--- src/rtl/mem_arbiter_pkg.sv ---
// mem_arbiter_pkg
// Shared definitions for the fetch/data memory-bus arbiter.
//   state_t    : arbiter FSM encoding (IDLE, BUSY_I, BUSY_D)
//   req_id_t   : requester identity used for round-robin bookkeeping
//   RW_DEF     : default address / data-port word width
//   I_SIZE_DEF : default instruction width (also memory read-data width)
package mem_arbiter_pkg;

  localparam int RW_DEF     = 16;
  localparam int I_SIZE_DEF = 32;

  typedef enum logic [1:0] {
    IDLE   = 2'd0,
    BUSY_I = 2'd1,
    BUSY_D = 2'd2
  } state_t;

  typedef enum logic {
    REQ_I = 1'b0,
    REQ_D = 1'b1
  } req_id_t;

endpackage

--- src/rtl/mem_arbiter_rr_arb2.sv ---
// mem_arbiter_rr_arb2
// Two-input round-robin picker. A requester is eligible when its request is
// high and its block bit is low. On a tie the winner is the requester that
// did not win last time.
// Ports:
//   req_i, req_d     : raw requests (fetch, data)
//   block_i, block_d : per-requester mask for this decision
//   last_grant       : identity of the previous winner
//   gnt              : a winner exists
//   gnt_id           : identity of the winner (meaningful only with gnt)
module mem_arbiter_rr_arb2
  import mem_arbiter_pkg::*;
(
  input  logic    req_i,
  input  logic    req_d,
  input  logic    block_i,
  input  logic    block_d,
  input  req_id_t last_grant,
  output logic    gnt,
  output req_id_t gnt_id
);

  logic elig_i;
  logic elig_d;

  assign elig_i = req_i & ~block_i;
  assign elig_d = req_d & ~block_d;

  always_comb begin
    gnt    = elig_i | elig_d;
    gnt_id = REQ_I;
    if (elig_i && elig_d) begin
      gnt_id = (last_grant == REQ_D) ? REQ_I : REQ_D;
    end else if (elig_d) begin
      gnt_id = REQ_D;
    end
  end

endmodule

--- src/rtl/mem_arbiter.sv ---
// mem_arbiter
// Shares one stb/ack memory bus between the instruction-fetch port and the
// load/store data port. One transaction is in flight at a time; address,
// write-enable and write-data are registered at grant and held until ack.
// Completion is returned as a one-cycle valid pulse to the owner.
//
// Handshake: a requester raises its req and holds it (with stable address /
// we / wdata for the data port) until its one-cycle valid pulse. The bus
// side keeps o_mem_req high for the whole transaction and treats a single
// cycle of i_mem_ack as completion; the next grant may be made on that same
// edge, so o_mem_req can stay high across back-to-back transactions.
//
// Ports:
//   i_clk, i_rst_n          : clock, asynchronous active-low reset
//   i_i_req/i_i_addr        : fetch request and address
//   i_i_flush               : discard pending/in-flight fetch result
//   o_i_data/o_i_valid      : fetch result and completion pulse
//   i_d_req/i_d_we/i_d_addr/i_d_wdata : data request
//   o_d_rdata/o_d_valid     : data result and completion pulse
//   o_mem_req/o_mem_addr/o_mem_we/o_mem_wdata : registered bus outputs
//   i_mem_data/i_mem_ack    : bus read data and completion
//   o_state                 : current FSM state (debug)
module mem_arbiter
  import mem_arbiter_pkg::*;
#(
  parameter int RW     = RW_DEF,
  parameter int I_SIZE = I_SIZE_DEF
) (
  input  logic              i_clk,
  input  logic              i_rst_n,
  input  logic              i_i_req,
  input  logic [RW-1:0]     i_i_addr,
  input  logic              i_i_flush,
  output logic [I_SIZE-1:0] o_i_data,
  output logic              o_i_valid,
  input  logic              i_d_req,
  input  logic              i_d_we,
  input  logic [RW-1:0]     i_d_addr,
  input  logic [RW-1:0]     i_d_wdata,
  output logic [RW-1:0]     o_d_rdata,
  output logic              o_d_valid,
  output logic              o_mem_req,
  output logic [RW-1:0]     o_mem_addr,
  output logic              o_mem_we,
  output logic [RW-1:0]     o_mem_wdata,
  input  logic [I_SIZE-1:0] i_mem_data,
  input  logic              i_mem_ack,
  output state_t            o_state
);

  state_t        state_q, state_d;
  req_id_t       last_q, last_d;
  logic          flush_q, flush_d;
  logic          req_q, req_d;
  logic [RW-1:0] addr_q, addr_d;
  logic          we_q, we_d;
  logic [RW-1:0] wdata_q, wdata_d;

  logic          arb_en;
  logic          block_i;
  logic          block_d;
  logic          gnt;
  req_id_t       gnt_id;

  // A decision is made in IDLE or on the ack edge of a busy transaction.
  assign arb_en  = (state_q == IDLE) | i_mem_ack;

  // The requester completing this cycle is not eligible: its next address
  // is not presented until the cycle after its valid pulse. A flush also
  // vetoes any fetch grant in the same cycle.
  assign block_i = i_i_flush | (state_q == BUSY_I);
  assign block_d = (state_q == BUSY_D);

  mem_arbiter_rr_arb2 u_rr (
    .req_i      (i_i_req),
    .req_d      (i_d_req),
    .block_i    (block_i),
    .block_d    (block_d),
    .last_grant (last_q),
    .gnt        (gnt),
    .gnt_id     (gnt_id)
  );

  always_ff @(posedge i_clk or negedge i_rst_n) begin
    if (!i_rst_n) begin
      state_q <= IDLE;
      last_q  <= REQ_D;
      flush_q <= 1'b0;
      req_q   <= 1'b0;
      addr_q  <= '0;
      we_q    <= 1'b0;
      wdata_q <= '0;
    end else begin
      state_q <= state_d;
      last_q  <= last_d;
      flush_q <= flush_d;
      req_q   <= req_d;
      addr_q  <= addr_d;
      we_q    <= we_d;
      wdata_q <= wdata_d;
    end
  end

  always_comb begin
    state_d = state_q;
    last_d  = last_q;
    flush_d = flush_q;
    req_d   = req_q;
    addr_d  = addr_q;
    we_d    = we_q;
    wdata_d = wdata_q;

    // A flush during an in-flight fetch is remembered until that fetch's
    // ack so its result is dropped even if the flush pulse has gone.
    if (state_q == BUSY_I) begin
      if (i_mem_ack) begin
        flush_d = 1'b0;
      end else if (i_i_flush) begin
        flush_d = 1'b1;
      end
    end

    if (arb_en) begin
      if (gnt) begin
        last_d = gnt_id;
        req_d  = 1'b1;
        if (gnt_id == REQ_I) begin
          state_d = BUSY_I;
          addr_d  = i_i_addr;
          we_d    = 1'b0;
          wdata_d = '0;
        end else begin
          state_d = BUSY_D;
          addr_d  = i_d_addr;
          we_d    = i_d_we;
          wdata_d = i_d_wdata;
        end
      end else begin
        state_d = IDLE;
        req_d   = 1'b0;
      end
    end
  end

  assign o_mem_req   = req_q;
  assign o_mem_addr  = addr_q;
  assign o_mem_we    = we_q;
  assign o_mem_wdata = wdata_q;

  assign o_i_data    = i_mem_data;
  assign o_i_valid   = i_mem_ack & (state_q == BUSY_I) & ~flush_q & ~i_i_flush;
  assign o_d_rdata   = i_mem_data[RW-1:0];
  assign o_d_valid   = i_mem_ack & (state_q == BUSY_D);
  assign o_state     = state_q;

endmodule

--- config.mk ---
export PLATFORM = sky130hd
export DESIGN_NAME = mem_arbiter
export DESIGN_NICKNAME = d
export VERILOG_FILES = /design/src/rtl/mem_arbiter_pkg.sv /design/src/rtl/mem_arbiter_rr_arb2.sv /design/src/rtl/mem_arbiter.sv
export SDC_FILE = /design/constraint.sdc
export NUM_CORES = 1
export LEC_CHECK = 0
export BUFFER_PORTS_ARGS = -buffer_cell sky130_fd_sc_hd__buf_2
export CORE_UTILIZATION = 44
export CTS_BUF_LIST = sky130_fd_sc_hd__clkbuf_8
export DETAILED_ROUTE_END_ITERATION = 10
export PLACE_DENSITY = 0.88
export SLEW_MARGIN = 15
export SYNTH_ARGS = -nofsm -noshare
export SYNTH_HDL_FRONTEND = slang
export SYNTH_HIERARCHICAL = 1
export SYNTH_SLANG_ARGS = --single-unit
--- constraint.sdc ---
create_clock -name i_clk -period 4.9 [get_ports i_clk]
set_clock_uncertainty 0.2 [all_clocks]
set_input_delay 0.245 -clock i_clk [delete_from_list [all_inputs] [get_ports i_clk]]
set_output_delay 0.245 -clock i_clk [all_outputs]
set_load 0.05 [all_outputs]
After elaboration in Yosys (flattened, before gate mapping)
Cells that the tools add are included.

Bits in registers: 38. Bits in latches: 0. Memory bits (writable): 0. Memory bits (read-only): 0. Output and inout port bits: 86. Logic and storage cells: 38. Memories kept: 0.

$add $sub $neg: 0. Multipliers: 0. Div/mod/pow operators: 0. Magnitude comparators: 0. Equal/unequal tests: 2. Shift-type cells: 0. Mux-type cells: 11. Bitwise gates (word level): 13. Reduce and logical (&&, ||, !) cells: 5.

Operator list (number): two-way mux 16 bit (2); two-way mux 1 bit (7); bitwise AND 1 bit (6); two-way mux 2 bit (2); NOT 1 bit (4); AND reduction 2 bit (2); OR 1 bit (3); equality test 2 x 1 -> 1 bit, second input constant (1); equality test 2 bit, second input constant (1); zero test 2 bit (1); nonzero test 2 bit (1); logical AND 1 bit (1).

Longest topological paths before layout
Gate-level depths: netlist of the first run.

Depth after elaboration: 8. Gate-level depth with buffers: 9.

Modules after synthesis
Netlist of the first run, hierarchy kept.

Modules (own cells, without submodules): mem_arbiter (times used 1, cells each 195, area an instance 2204.6 sq um, sequential area each 952.2 sq um); mem_arbiter_rr_arb2 (times used 1, cells each 5, area an instance 38.8 sq um, sequential area each 0.0 sq um).

Worst setup path before layout of the first run
No wires, ideal clock.

Kind: register to output. Start point: register state_q[0] (netlist: o_state[0]). End point: output port o_i_valid. Arrival: 2054 ps. Data required time: 4455 ps. Slack: 2401 ps. Stages on the path, launching flop included: 4. Cell sequence: dfrtp_1 > nor2b_1 > nand2_1 > nor3_1.

Cells in the longest elaborated chain, start to end: 4.

Ends and longest elaborated chain: from (decl) (RTL line mem_arbiter.sv:51) `state_t state_q, state_d;`; from (signal assigned) (RTL line mem_arbiter.sv:94) `state_q <= state_d;`; equality test 2 x 1 -> 1 bit (RTL line mem_arbiter.sv:151) `assign o_i_valid = i_mem_ack & (state_q == BUSY_I) & ~flush_q & ~i_i_flush;`; bitwise AND 1 bit (3 in a row) (RTL line mem_arbiter.sv:151); to (decl) (RTL line mem_arbiter.sv:35) `output logic o_i_valid,`.

Every way passes these cells.

Final worst setup path of the first run
Start point: register state_q[0] (netlist: o_state[0]). End point: register addr_q[12] (netlist: o_mem_addr[12]).

Cells in the longest elaborated chain, start to end: 7.

Ends and longest elaborated chain: equality test 2 x 1 -> 1 bit (RTL line mem_arbiter.sv:71) `assign block_i = i_i_flush | (state_q == BUSY_I);`; OR 1 bit (RTL line mem_arbiter.sv:71); named net block_i (RTL line mem_arbiter.sv:60) `logic block_i;`; NOT 1 bit (RTL line mem_arbiter_rr_arb2.sv:26) `assign elig_i = req_i & ~block_i;`; bitwise AND 1 bit (RTL line mem_arbiter_rr_arb2.sv:26); logical AND 1 bit (RTL line mem_arbiter_rr_arb2.sv:32) `if (elig_i && elig_d) begin`; two-way mux 1 bit (RTL line mem_arbiter_rr_arb2.sv:32); named net gnt_id (RTL line mem_arbiter.sv:63) `req_id_t gnt_id;`; two-way mux 16 bit (RTL line mem_arbiter.sv:127) `if (gnt_id == REQ_I) begin`; to (signal assigned) (RTL line mem_arbiter.sv:98) `addr_q <= addr_d;`; to (decl) (RTL line mem_arbiter.sv:55) `logic [RW-1:0] addr_q, addr_d;`.

The timed path passes the listed nets, and every way through them passes these cells. A chain may end at the register's enable or synchronous reset.

==> results of run 1 <==
-- synthesized netlist by cell type (all sizes together) --
library cell | instances | share of area (%)
a21oi | 2 | 0.45
a31oi | 1 | 0.56
and3 | 1 | 0.28
buf | 56 | 20
dfrtp | 37 | 41
dfstp | 1 | 1.2
inv | 23 | 3.8
mux2 | 33 | 18
mux2i | 17 | 7.6
nand2 | 18 | 3.0
nand2b | 1 | 0.61
nor2 | 2 | 0.45
nor2b | 1 | 0.28
nor3 | 1 | 0.22
o21ai | 2 | 0.95
o22ai | 2 | 0.56
o31ai | 1 | 0.33
or2 | 1 | 0.28
-- final cells by class --
cell class              instances  area (um^2)
repair buffers                101          546
inverters                      23         86.3
flip-flops and latches         38          952
clock buffers                   5         68.8
multi-input cells              83          767
fillers                       465         2300
well taps                      67         83.8
clock inverters                 3         11.3
-- power breakdown --
group	total [mW]	internal [mW]	switching, mW
sequential	0.545	0.463	0.0820
combinational	1.05	0.321	0.730
clock	0.192	0.0947	0.0978
total	1.79	0.878	0.910
-- flip-flops by register name, indices dropped and copies added, names as in the netlist --
signal       flops
flush_q          1
last_q           1
o_mem_addr      16
o_mem_we         1
o_mem_wdata     16
o_mem_req        1
o_state          2
-- stage by stage --
stage          worst slack [ns]  area, um^2  util [%]  power (mW)  hold slack (ns)
6_report                   2.17        2510      52.2        1.79           0.0119
5_1_grt                    2.00        2510      52.2        1.89         0.000805
4_1_cts                    2.13        2510      52.2        1.81        0.0000162
3_5_place_dp               2.13        2360      49.1        1.61            0.204
3_3_place_gp               2.24        2360      49.1        1.58            0.195
2_1_floorplan              2.40        2240         -        1.50           -0.251
-- cell families after synthesis --
kind of cell | after synthesis | synth area share [%]
compound gates | 8 | 2.84
buf+inv | 79 | 23.8
flops | 38 | 42.4
mux | 50 | 25.8
simple gates | 25 | 5.13
-- metal layers --
| layer | GRT usage, % | wire [um] | part of all wire (%) |
|---|---|---|---|
| met5 | 0 | 0 | 0 |
| met4 | 8.55 | 94 | 2.4 |
| met3 | 4.66 | 286 | 7.2 |
| met2 | 28.1 | 2100 | 53 |
| met1 | 16.6 | 1510 | 38 |
-- cells in the final DEF (no fill, tap or decap), drive strengths merged, types with 2 or more instances in the layout --
master,netlist,layout
mux2,33,33
a21oi,2,2
o22ai,2,2
inv,23,26
clkbuf,0,5
mux2i,17,17
o21ai,2,2
buf,56,94
dlygate4sd3,0,7
nand2,18,18
dfrtp,37,37
nor2,2,2
-- worst max path at each step --
stage	end	from
6_report	o_mem_addr[12]	o_state[0]
5_1_grt	o_mem_addr[9]	o_state[1]
4_1_cts	o_mem_addr[12]	o_state[0]
3_5_place_dp	o_mem_addr[8]	o_state[0]
3_3_place_gp	o_mem_addr[12]	o_state[0]
2_1_floorplan	o_i_valid	o_state[0]
-- tightest hold or removal path, delay by kind of cell --
family | cells | cell delay [ns]
buf+inv | 1 | 0.09
mux | 1 | 0.06
simple gates | 1 | 0.05
-- what timing repair did --
| action | in CTS | in global routing |
|---|---|---|
| endpoints found under the hold margin | 43 | 0 |
| hold buffers | 7 | 0 |
| buffers inserted | 0 | 0 |
==> impl_metrics.csv, run 1 <==
group,metric,value,unit
setup_path,cp.arrival,2.69,ns
clock_network,htreeDepth,2,
global_route,overflow,0,
routing,vias,1489,
clock_network,insertion_delay,0.28,ns
pwr,leakagePower,1.37,nW
timing,hold_violations,0,
cells_and_area,final_nets,339,
routing,postRouteAntennaNets,0,
floorplan,core_area,4820,um^2
setup_path,rrSetupSlack,2.17,ns
setup_path,cp_top_family,"multiplexers",
place,port_buffers,92,
timing,period_needed,2.73,ns
clock_network,cts_tree,"done",
timing,rsz0062_at_grt,"false",
hold_path,holdCritPathClass,"in2reg",
clock_network,numCtsBuffers,5,
setup_path,critPathLaunchType,"flop",
setup_path,r2r_end,"o_mem_addr[12]",
yosys,ys_ff_latch,38,
setup_path,crit_required,4.86,ns
setup_path,critPathBufInv,2,
routing,routedWlPerCell,12.5,um
job,maxCapViolCount,0,
global_route,first_global_vias,1451,
global_route,antenna_found_initial,0,
clock_network,post_cts_resized,0,
place,place_inst,305,
floorplan,boundaryPins,173,
routing,wl,3990,um
timing,worst_slew_pin_slew,0.823,ns
cells_and_area,area_growth,12.1,%
routing,drcViolationCount,0,
setup_path,cp_max_fo,21,
yosys,seq_area_frac_synth,42.4,%
timing,fin_setup_tns,0,ns
routing,dr.pass1.iters,4,
setup_path,path_class,"reg2reg",
hold_path,holdPathStages,3,
timing,timing.final.crit_share,55.7,%
yosys,syn-cell-area,2240,um^2
setup_path,r2r_cells,7,
setup_path,cp_slowest_stage_delay,0.56,ns
floorplan,chipHeight,73.4,um
setup_path,cp_slowest_cell,"a31oi_4",
cells_and_area,final_cells,320,
cells_and_area,drive_gt1_share,54.5,%
setup_path,end_kind,"flop",
setup_path,cp.depth,7,
yosys,ys.warnings.count,6,
yosys,syn_avg_cell_area,11.2,um^2
clock_network,cts_root_buffer,"clkbuf_8",
timing,setup_viol_count_final,0,
global_route,grt_pass1_wl,6340,um
floorplan,initial_utilization,46.6,%
floorplan,die_area,5390,um^2
floorplan,num_rows,25,
yosys,synthesis.nets,287,
hold_path,min_from,"i_d_wdata[14]",
global_route,grt_usage,15.7,%
hold_path,min_to,"o_mem_wdata[14]",
place,place_congestion,0.667,
cells_and_area,antenna_cells,0,
clock_network,cts_sinks,38,
place,dp_hpwl,2910,um
setup_path,path_cells,"nor2b_1, or2_2, inv_1, a31oi_4, buf_4, mux2_2, mux2_4",
routing,drtIter0Drc,29,
timing,slew_violations,0,
timing,maxSlewHeadroom,45.1,%
routing,viasPerCell,4.65,
pwr,vdd_ir_drop_max,0.369,mV
floorplan,die_w,73.4,um
clock_network,cts_buffer_depth,2,
global_route,grt_max_degree,39,
clock_network,clkTransAtPathRegs,0.07,ns
yosys,syn_inst,200,
pwr,p_per_area,711,nW/um^2
setup_path,timing.rr.start,"o_state[0]",
outcome,status,"complete, no violations",
timing,fmax,0.367,GHz
yosys,synth_cell_type_count,24,
No activity file was read; power rests on OpenSTA's default activity.
==> run 2, diff against run 1 <==
--- a/config.mk
+++ b/config.mk
@@ -6,10 +6,10 @@
 export NUM_CORES = 1
 export LEC_CHECK = 0
 export BUFFER_PORTS_ARGS = -buffer_cell sky130_fd_sc_hd__buf_2
-export CORE_UTILIZATION = 44
+export CORE_UTILIZATION = 37
 export CTS_BUF_LIST = sky130_fd_sc_hd__clkbuf_8
 export DETAILED_ROUTE_END_ITERATION = 10
-export PLACE_DENSITY = 0.88
+export PLACE_DENSITY = 0.79
 export SLEW_MARGIN = 15
 export SYNTH_ARGS = -nofsm -noshare
 export SYNTH_HDL_FRONTEND = slang
==> constraint.sdc (replaced) <==
create_clock -name i_clk -period 2.3 [get_ports i_clk]
set_clock_uncertainty 0.2 [all_clocks]
set_input_delay 0.115 -clock i_clk [delete_from_list [all_inputs] [get_ports i_clk]]
set_output_delay 0.115 -clock i_clk [all_outputs]
set_load 0.05 [all_outputs]
==> run 2 against run 1 <==
  * Combinational power grew 130%
  * Setup slack lost 2.1 ns
  * Final area grew 18%
  * Utilization grew 0.063 points
  * Non-clock buffer count grew 42
  * Die area grew 18%
  * Clock power grew 130%
  * Wire length grew 25%
  * Critical path depth shrank 2
  * Critical path type unchanged
==> impl_metrics.csv, run 2 (synthesis gave the netlist of run 1 again) <==
group,metric,value,unit
setup_path,critPathLaunchType,"flop",
setup_path,path_cells,"nor2b_2, or2_2, o21ai_1, o21ai_2, mux2_2",
cells_and_area,regArea,955,um^2
routing,postRouteAntennaNets,0,
timing,hold_slack,0.00863,ns
routing,viasPerCell,4.51,
cells_and_area,multi_input_area,778,um^2
clock_network,insertion_delay,0.28,ns
clock_network,post_cts_resized,0,
routing,wl_met3,371,um
routing,routedWlPerCell,13.6,um
pwr,vdd_ir_drop_max,0.638,mV
floorplan,initial_utilization,39.5,%
clock_network,clkTransAtPathRegs,0.07,ns
clock_network,cts_setup_buffers,0,
setup_path,critPathBufInv,0,
routing,wl,5000,um
outcome,status,"complete, no violations",
global_route,overflow,0,
cells_and_area,final_nets,382,
clock_network,cts_buffer_depth,2,
floorplan,core_area,5680,um^2
floorplan,die_w,79.9,um
place,dp_hpwl,2940,um
place,port_buffers,92,
clock_network,htreeDepth,2,
routing,drtIter0Drc,18,
setup_path,crit_required,2.27,ns
floorplan,num_rows,27,
timing,fmax,0.452,GHz
cells_and_area,drive_gt1_share,49.5,%
clock_network,numCtsBuffers,5,
timing,setup_viol_count_final,0,
cells_and_area,antenna_cells,0,
place,place_congestion,0.733,
cells_and_area,area_growth,32.2,%
clock_network,cts_root_buffer,"clkbuf_8",
pwr,power.total,4.00,mW
routing,route.met2.wl,2580,um
global_route,first_global_vias,1632,
global_route,grt_pass1_wl,7560,um
routing,dr.pass1.iters,4,
global_route,grt_max_degree,39,
routing,top_layer,"met4",
cells_and_area,final_cell_mix,"buf_2, dlygate4sd3_1, dfrtp_1",
timing,period_needed,2.21,ns
setup_path,path_class,"reg2reg",
clock_network,cts_sinks,38,
hold_path,holdCritPathClass,"in2reg",
pwr,leakagePower,1.55,nW
routing,met1Wirelength,1970,um
setup_path,cp_slowest_stage_delay,0.43,ns
timing,timing.final.crit_share,96.1,%
place,placedInstanceArea,2410,um^2
setup_path,end_kind,"flop",
floorplan,chipHeight,79.9,um
global_route,antenna_found_initial,0,
timing,hold_violations,0,
floorplan,die_area,6380,um^2
job,maxCapViolCount,0,
place,place_inst,313,
cells_and_area,layout_commonest_cell,"buf_2",
routing,vias,1655,
clock_network,cts_tree,"done",
global_route,grt_usage,15.6,%
floorplan,boundaryPins,173,
timing,slew_violations,0,
cells_and_area,fill_cells,481,
cells_and_area,fin_area,2970,um^2
setup_path,cp_slowest_cell,"dfrtp_2",
setup_path,cp.arrival,2.18,ns
cells_and_area,final_cells,367,
setup_path,cp_top_family,"compound AO/OA/AOI/OAI gates",
timing,worst_slew_pin_slew,0.876,ns
pwr,p_per_area,1350,nW/um^2
setup_path,cp_max_fo,14,
timing,maxSlewHeadroom,41.6,%
routing,drcViolationCount,0,
==> run 2: stage by stage <==
stage          setup WS (ns)  util (%)  TNS (ns)
2_1_floorplan         0.0247         -         0
6_report              0.0898      52.3         0
5_1_grt              -0.0339      52.3    -0.175
3_5_place_dp           0.133      42.5         0
3_3_place_gp           0.185      42.5         0
4_1_cts                0.112      52.1         0
==> run 2: worst register-to-register path: cells and delay by family (launching register included) <==
family | cells | cell delay [ns]
flops | 1 | 0.43
mux | 1 | 0.37
simple gates | 2 | 0.46
compound gates | 2 | 0.64
==> run 2: where the power goes <==
part / switching [mW] / total (mW) / internal [mW]
Clock: 0.217 / 0.450 / 0.233
Sequential: 0.178 / 1.17 / 0.988
Combinational: 1.61 / 2.38 / 0.775
Total: 2.00 / 4.00 / 2.00
==> run 2: final timing paths <==
kind | to | startpoint | slack [ns] | cells after the start
max | o_mem_addr[1] | o_state[0] | 0.09 | 5
min | o_mem_addr[6] | i_d_addr[6] | 0.009 | 3
max reg2reg | o_mem_addr[1] | o_state[0] | 0.09 | 5
min reg2reg | o_mem_addr[3] | o_mem_addr[3] | 0.30 | 1
max in group asynchronous | o_state[1] | i_rst_n | 1.00 | 2
min in group asynchronous | o_mem_addr[15] | i_rst_n | 0.31 | 2
==> run 2: what timing repair did <==
item,in CTS,in global routing
hold buffers,46,0
endpoints found under the hold margin,72,0
setup endpoints to repair,0,3
==> run 2: final cells by class <==
class                   count  share of cell area (%)
clock inverters             1                   0.127
multi-input cells          84                    26.2
repair buffers            143                    32.7
well taps                  72                    3.04
clock buffers               6                    2.78
inverters                  23                    2.91
flip-flops and latches     38                    32.2
==> run 2: routing by layer <==
layer	vias up	GRT usage (%)
li1	783	-
met1	769	16.4
met2	88	28.2
met3	15	5.03
met4	0	7.14
met5	-	0
